$ cat config.mk
export PLATFORM = sky130hd
export DESIGN_NAME = prog_sequencer
export DESIGN_NICKNAME = d
export VERILOG_FILES = /design/src/rtl/seq_pkg.sv /design/src/rtl/pc_next_calc.sv /design/src/rtl/prog_sequencer.sv
export SDC_FILE = /design/constraint.sdc
export NUM_CORES = 1
export LEC_CHECK = 0
export CAP_MARGIN = 20
export CORE_UTILIZATION = 55
export DETAILED_ROUTE_END_ITERATION = 6
export PLACE_DENSITY_LB_ADDON = 0.25
export SYNTH_ARGS = -nofsm -noshare
export SYNTH_HDL_FRONTEND = slang
export SYNTH_SLANG_ARGS = --single-unit
$ cat constraint.sdc
create_clock -name clk -period 7 [get_ports clk]
set_clock_uncertainty 0.2 [all_clocks]
set_input_delay 1.4 -clock clk [delete_from_list [all_inputs] [get_ports clk]]
set_output_delay 1.4 -clock clk [all_outputs]
set_load 0.03 [all_outputs]
$ cat src/rtl/seq_pkg.sv
`default_nettype none
// ---------------------------------------------------------------------
// seq_pkg: run-state encoding and default widths for prog_sequencer
// Rev 1.0
// ---------------------------------------------------------------------
package seq_pkg;

  localparam int PC_WIDTH_D  = 11;
  localparam int CNT_WIDTH_D = 16;

  typedef enum logic [1:0] {
    IDLE = 2'd0,
    RUN  = 2'd1,
    DONE = 2'd2
  } seq_state_t;

endpackage
`default_nettype wire

$ cat src/rtl/pc_next_calc.sv
`default_nettype none
// ---------------------------------------------------------------------
// pc_next_calc: next-PC select for stall / absolute / relative / step
// Rev 1.0
// ---------------------------------------------------------------------
module pc_next_calc
  import seq_pkg::*;
#(
  parameter int PC_WIDTH = PC_WIDTH_D
) (
  input  logic [PC_WIDTH-1:0] pc,
  input  logic                stall,
  input  logic                branch_en,
  input  logic                branch_rel,
  input  logic [PC_WIDTH-1:0] target,
  output logic [PC_WIDTH-1:0] pc_next
);

  // Both the relative add and the step wrap naturally at 2**PC_WIDTH.
  always_comb begin
    pc_next = pc + 1'b1;
    if (stall) begin
      pc_next = pc;
    end else if (branch_en) begin
      pc_next = branch_rel ? (pc + target) : target;
    end
  end

endmodule
`default_nettype wire

$ cat src/rtl/prog_sequencer.sv
`default_nettype none
// ---------------------------------------------------------------------
// prog_sequencer: PC owner with IDLE/RUN/DONE run control; option WATCHDOG_EN
// Rev 1.0
// ---------------------------------------------------------------------
module prog_sequencer
  import seq_pkg::*;
#(
  parameter int                  PC_WIDTH    = PC_WIDTH_D,
  parameter logic [PC_WIDTH-1:0] START_PC    = '0,
  parameter logic [PC_WIDTH:0]   HALT_PC     = (PC_WIDTH+1)'(78),
  parameter int                  CNT_WIDTH   = CNT_WIDTH_D,
  parameter int                  WDOG_CYCLES = 4096
) (
  input  logic                 clk,
  input  logic                 reset,
  input  logic                 start,
  input  logic                 stall,
  input  logic                 halt,
  input  logic                 branch_en,
  input  logic                 branch_rel,
  input  logic [PC_WIDTH-1:0]  target,
  output logic [PC_WIDTH-1:0]  pc,
  output logic                 running,
  output logic                 done,
  output logic                 timeout,
  output logic [CNT_WIDTH-1:0] cycle_count
);

`ifdef WATCHDOG_EN
  localparam bit WDOG_EN = 1'b1;
`else
  localparam bit WDOG_EN = 1'b0;
`endif
  localparam logic [CNT_WIDTH-1:0] WDOG_LAST = CNT_WIDTH'(WDOG_CYCLES - 1);

  seq_state_t           state, state_nx;
  logic [PC_WIDTH-1:0]  pc_nx, pc_step;
  logic [CNT_WIDTH-1:0] cnt_nx;
  logic                 timeout_q, timeout_nx;
  logic                 addr_halt, wdog_hit;

  pc_next_calc #(
    .PC_WIDTH (PC_WIDTH)
  ) u_pc_next (
    .pc         (pc),
    .stall      (stall),
    .branch_en  (branch_en),
    .branch_rel (branch_rel),
    .target     (target),
    .pc_next    (pc_step)
  );

  // HALT_PC is one bit wider so 2**PC_WIDTH can never be reached.
  assign addr_halt = ({1'b0, pc} >= HALT_PC);
  assign wdog_hit  = WDOG_EN && (cycle_count == WDOG_LAST);

  always_comb begin
    state_nx   = state;
    pc_nx      = pc;
    cnt_nx     = cycle_count;
    timeout_nx = timeout_q;
    case (state)
      IDLE, DONE: begin
        if (start) begin
          state_nx   = RUN;
          pc_nx      = START_PC;
          cnt_nx     = '0;
          timeout_nx = 1'b0;
        end
      end
      RUN: begin
        if (cycle_count != {CNT_WIDTH{1'b1}}) begin
          cnt_nx = cycle_count + 1'b1;
        end
        if (addr_halt || halt) begin
          state_nx = DONE;
        end else if (wdog_hit) begin
          state_nx   = DONE;
          timeout_nx = 1'b1;
        end else begin
          pc_nx = pc_step;
        end
      end
      default: state_nx = IDLE;
    endcase
  end

  always_ff @(posedge clk or negedge reset) begin
    if (!reset) begin
      state       <= IDLE;
      pc          <= START_PC;
      cycle_count <= '0;
      timeout_q   <= 1'b0;
    end else begin
      state       <= state_nx;
      pc          <= pc_nx;
      cycle_count <= cnt_nx;
      timeout_q   <= timeout_nx;
    end
  end

  assign running = (state == RUN);
  assign done    = (state == DONE);
  assign timeout = timeout_q;

endmodule
`default_nettype wire

# ---- After elaboration in Yosys (flattened, before gate mapping)
# Index checks and enable logic that the tools add are counted.
dict set report op_classes {
  order_cmp 1
  add_sub_neg 3
  eq_ne 8
  bitwise 0
  n_shift 0
  n_mux 12
  reduce_logical 7
  n_div 0
  mul 0
}
# op n
set ops {}
lappend ops {{11-bit two-way mux} 5}
lappend ops {{16-bit two-way mux} 2}
lappend ops {{16-bit case mux with 2 select lines} 1}
lappend ops {{11-bit case mux with 2 select lines} 1}
lappend ops {{16-bit by 1-bit adder with 16-bit output, second input constant} 1}
lappend ops {{16-bit inequality test, second input constant} 1}
lappend ops {{11-bit by 1-bit adder with 11-bit output, second input constant} 1}
lappend ops {{11-bit adder} 1}
lappend ops {{11-bit by 7-bit >= comparator with 1-bit output, second input constant} 1}
lappend ops {{2-bit inequality test, second input constant} 3}
lappend ops {{2-bit two-way mux} 2}
lappend ops {{2-bit by 1-bit inequality test with 1-bit output, second input constant} 2}
lappend ops {{2-bit case mux with 2 select lines} 1}
lappend ops {{4-bit AND reduction} 1}
lappend ops {{3-bit AND reduction} 1}
lappend ops {{2-bit by 1-bit == test with 1-bit output, second input constant} 1}
lappend ops {{2-bit == test, second input constant} 1}
lappend ops {{2-bit zero test} 1}
lappend ops {{2-bit AND reduction} 1}
lappend ops {{2-bit nonzero test} 1}
lappend ops {{2-bit OR reduction} 1}
lappend ops {{1-bit logical OR} 1}
dict set report totals {
  latch_bits 0
  ff_bits 29
  mem_count 0
  ramBits 0
  out_inout_bits 30
  romBits 0
  wordCells 34
}

# ---- Depth between registers and ports, before layout
dict set report logic_depth {
  word_depth 6
  ltp_mapped 8
}

# ---- By module
# A second synthesis with hierarchy kept.
dict set report hier_totals {
  hier_cells 315
  area_unflattened_um2 2603.7
}
# module area_per_inst_um2 instances cells_per_inst
set modules_own_cells {}
lappend modules_own_cells {prog_sequencer 1491.4 1 151}
lappend modules_own_cells {pc_next_calc 1112.3 1 164}

# ---- Worst setup path after synthesis
# No wires, ideal clock.
dict set report synth_path {
  kind {input to register}
  start {input target[0]}
  end {register pc[10]}
  n_path_buf 0
  cell_stages 8
  t_arrival_ns 3.051
  slack_ns 3.617
  setup_time_ns 0.133
  required_ns 6.667
  cell_sequence {ha_1 fa_1 a21oi_1 o211ai_2 a211o_1 o31a_1 nor3_1 o22ai_1}
}
dict set report synth_between {
  elab_chain_cells 6
}
# item line_no
set synth_lines {}
lappend synth_lines {{start, declared} prog_sequencer.sv:22} ;# input logic [PC_WIDTH-1:0] target,
lappend synth_lines {{11-bit adder} pc_next_calc.sv:25} ;# pc_next = branch_rel ? (pc + target) : target;
lappend synth_lines {{11-bit two-way mux} pc_next_calc.sv:25}
lappend synth_lines {{11-bit two-way mux} pc_next_calc.sv:24} ;# end else if (branch_en) begin
lappend synth_lines {{11-bit two-way mux} pc_next_calc.sv:22} ;# if (stall) begin
lappend synth_lines {{11-bit two-way mux} prog_sequencer.sv:76} ;# if (addr_halt || halt) begin
lappend synth_lines {{11-bit case mux with 2 select lines} prog_sequencer.sv:63} ;# case (state)
lappend synth_lines {{end signal, assigned} prog_sequencer.sv:97} ;# pc <= pc_nx;
lappend synth_lines {{end, declared} prog_sequencer.sv:23} ;# output logic [PC_WIDTH-1:0] pc,
# Every way passes these cells. The select of a mux whose other input is x is not followed.
# A chain may end at the register's enable or synchronous reset.

# ---- Worst setup path in the final report
# Ends and elaborated chain as after synthesis.

==> impl_metrics.toml <==
[yosys]
synth-main-ff-cell = "dfrtp_1"
syn-instance-count = 251
synth_cell_type_count = 50
syn_area_um2 = 2180
synth_common_cells = "29 x dfrtp_1, 24 x nor2_1, 18 x nand2_1"
yosysWarnings = 0
ys_ff_latch = 29
yosysTopAreaCell = "dfrtp_1"
seq_area_frac_synth_pct = 33.3
synth_top_area_share_pct = 33.3
syn_nets = 283
syn_avg_cell_area_um2 = 8.69
synth_edf_count = 0
yosysMostFrequentCell = "dfrtp_1"
async_flop_share_pct = 100
netlist_top_cells_area = "dfrtp_1 33%, ha_1 7.5%, nor2_1 4.1%, xor2_1 4.0%, nand3_1 3.7%"

[routing]
met1_length_um = 2470
finalWirelength_um = 5260
wl_met3_um = 383
maxUsedRoutingLayer = "met4"
drc = 0
viasPerCell = 6.03
vias = 2098
wl_met2_um = 2310
avgRoutedWirePerCell_um = 15.1
drtPass1Iterations = 4
drt_iter0_drc = 154
final_antenna_net_count = 0

[die]
rows = 22
initial_core_util_pct = 58.3
ios = 48
die_h_um = 65.0
die_w_um = 65.0
die_area_um2 = 4220
core_um2 = 3740

[global_routing]
grt_pass1_vias = 1963
grtUsageTotal_pct = 28.1
grt_max_degree = 30
antenna_found_initial = 0
grt_first_pass_wirelength_um = 9020
gr-total-overflow = 0

[sta]
finalSetupViolations = 0
hold_viol_final = 0
final.setup.tns_ps = 0
setup_slack_ps = 3290
relSlewSlack_pct = 56.0
fmax_mhz = 269
rsz0062_at_grt = "false"
period_needed_ps = 3710
slew_viol_final = 0
tightest_slew_ps = 658
min_period_over_period_pct = 53.0

[place]
place_congestion = 0.861
port_buffers = 46
dp_cells = 340
dp_hpwl_um = 3850
place_ws_ps = 3030

[pwr]
max-vdd-ir-drop_uv = 222
leakagePower_nw = 1.22
combPwrFrac_pct = 50.5
p_seq_share_pct = 30.8
p_int_uw = 462
switching_power_uw = 356
clockPowerShare_pct = 18.8
swShare_pct = 43.5
powerDensity_nw_per_um2 = 296

[layout]
antenna_cells = 0
seq_area_um2 = 726
utilization_pct = 73.8
multiInputGateArea_um2 = 1380
nNetsFinal = 331
area.growth.synth_to_final_pct = 26.7
instances_no_fill = 348
fillCellCount = 306
drive_above_1_share_pct = 6.33

[clock_network]
cts-root-buf = "clkbuf_8"
cts_resized = 0
numCtsBuffers = 5
clk_pin_slew_worst_paths_ps = 60
cts_max_level = 2
clock_sinks = 29
cts_setup_buffers = 0
clk_path_buf_depth = 2
cts_tree = "yes"
clk-insertion-delay-late_ps = 290
cts_hold_buf = 0

[setup_path]
slowest_stage = "clkdlybuf4s50_1"
cpLargestDelayFamily = "compound AO/OA/AOI/OAI gates"
arrival_ps = 3670
start_kind = "input pin"
cp_data_required_time_ps = 6960
rrSetupSlack_ps = 4330
worstSetupPathType = "in -> reg"
rr_worst_depth = 8
slowest_delay_ps = 420
path_max_fanout = 5
r2r_end = "pc[10]"
cp.buffers_inverters = 1
end_kind = "flop"
reg2reg_from = "pc[0]"
cp_cell_sequence = "clkdlybuf4s50_1 > ha_1 > fa_1 > a21oi_1 > o211ai_2 > a211o_1 > o31a_1 > nor3_1 > o22ai_1"

[min_path]
min_path_type = "reg -> reg"
hold_start = "cycle_count[3]"
worstHoldEndpoint = "cycle_count[3]"
worstHoldPathCells = 1

[status]
outcome = "finished, final reports clean"

[job]
maxCapViolations = 0
[cells in the final DEF, fill, tap and decap left out, types with 4 or more instances in the layout]
cell type,count
nand3_1,16
o21ai_0,16
inv_1,6
mux2_2,4
dfrtp_1,29
a211oi_1,4
o21ai_1,4
xor2_1,10
nand2_1,18
nor2_1,24
and3_1,9
ha_1,13
clkdlybuf4s50_1,46
a21oi_1,13
xnor2_1,9
a31oi_1,4
a21o_1,5
clkbuf_8,7
nor3_1,12
[cells by family after synthesis]
family          Yosys count  share of synthesized area (%)
fa+ha+maj                14                           8.38
buf+inv                  14                           3.67
xor+xnor                 19                           7.63
mux                       4                           2.07
flops                    29                           33.3
other cells               1                          0.172
simple gates            100                           23.1
compound gates           70                           21.7
[stage by stage]
| stage | total power, mW | hold WS [ps] | area (µm²) |
|---|---|---|---|
| floorplan | 0.526 | 330 | 2180 |
| global placement | 0.652 | 341 | 2660 |
| detailed placement | 0.663 | 341 | 2660 |
| CTS | 0.821 | 356 | 2760 |
| global route | 0.872 | 401 | 2760 |
| finish | 0.818 | 356 | 2760 |
[sequential cells by signal, summed over array words and instances, names as in the netlist]
signal / cells
cycle_count: 16
pc: 11
state: 2
[area by class of cell]
type / count / area share (%)
Multi-Input combinational cell: 208 / 49.8
Sequential cell: 29 / 26.3
Timing Repair Buffer: 48 / 17.2
Clock buffer: 7 / 3.49
Tap cell: 48 / 2.17
Inverter: 7 / 0.951
Clock inverter: 1 / 0.181
[power groups by stage]
stage | Combinational, mW | Clock [mW] | Sequential, mW
6_report | 0.413 | 0.154 | 0.252
5_1_grt | 0.450 | 0.164 | 0.258
4_1_cts | 0.412 | 0.158 | 0.251
3_5_place_dp | 0.410 | 0 | 0.253
3_3_place_gp | 0.400 | 0 | 0.252
2_1_floorplan | 0.236 | 0 | 0.291
[layer usage]
layer / global-route usage (%) / vias up
li1: - / 1032
met1: 38.8 / 973
met2: 42.2 / 83
met3: 6.16 / 10
met4: 11.9 / 0
met5: 0 / -
[worst max-delay path by stage]
stage,from,depth (start not counted),slack (ps),to
floorplan,target[0],8,3620,pc[10]
global placement,target[0],9,3060,pc[10]
detailed placement,target[0],9,3030,pc[10]
CTS,target[0],9,3310,pc[10]
global route,target[0],9,3120,pc[10]
finish,target[0],9,3290,pc[10]
(Power assumes the default switching activity.)
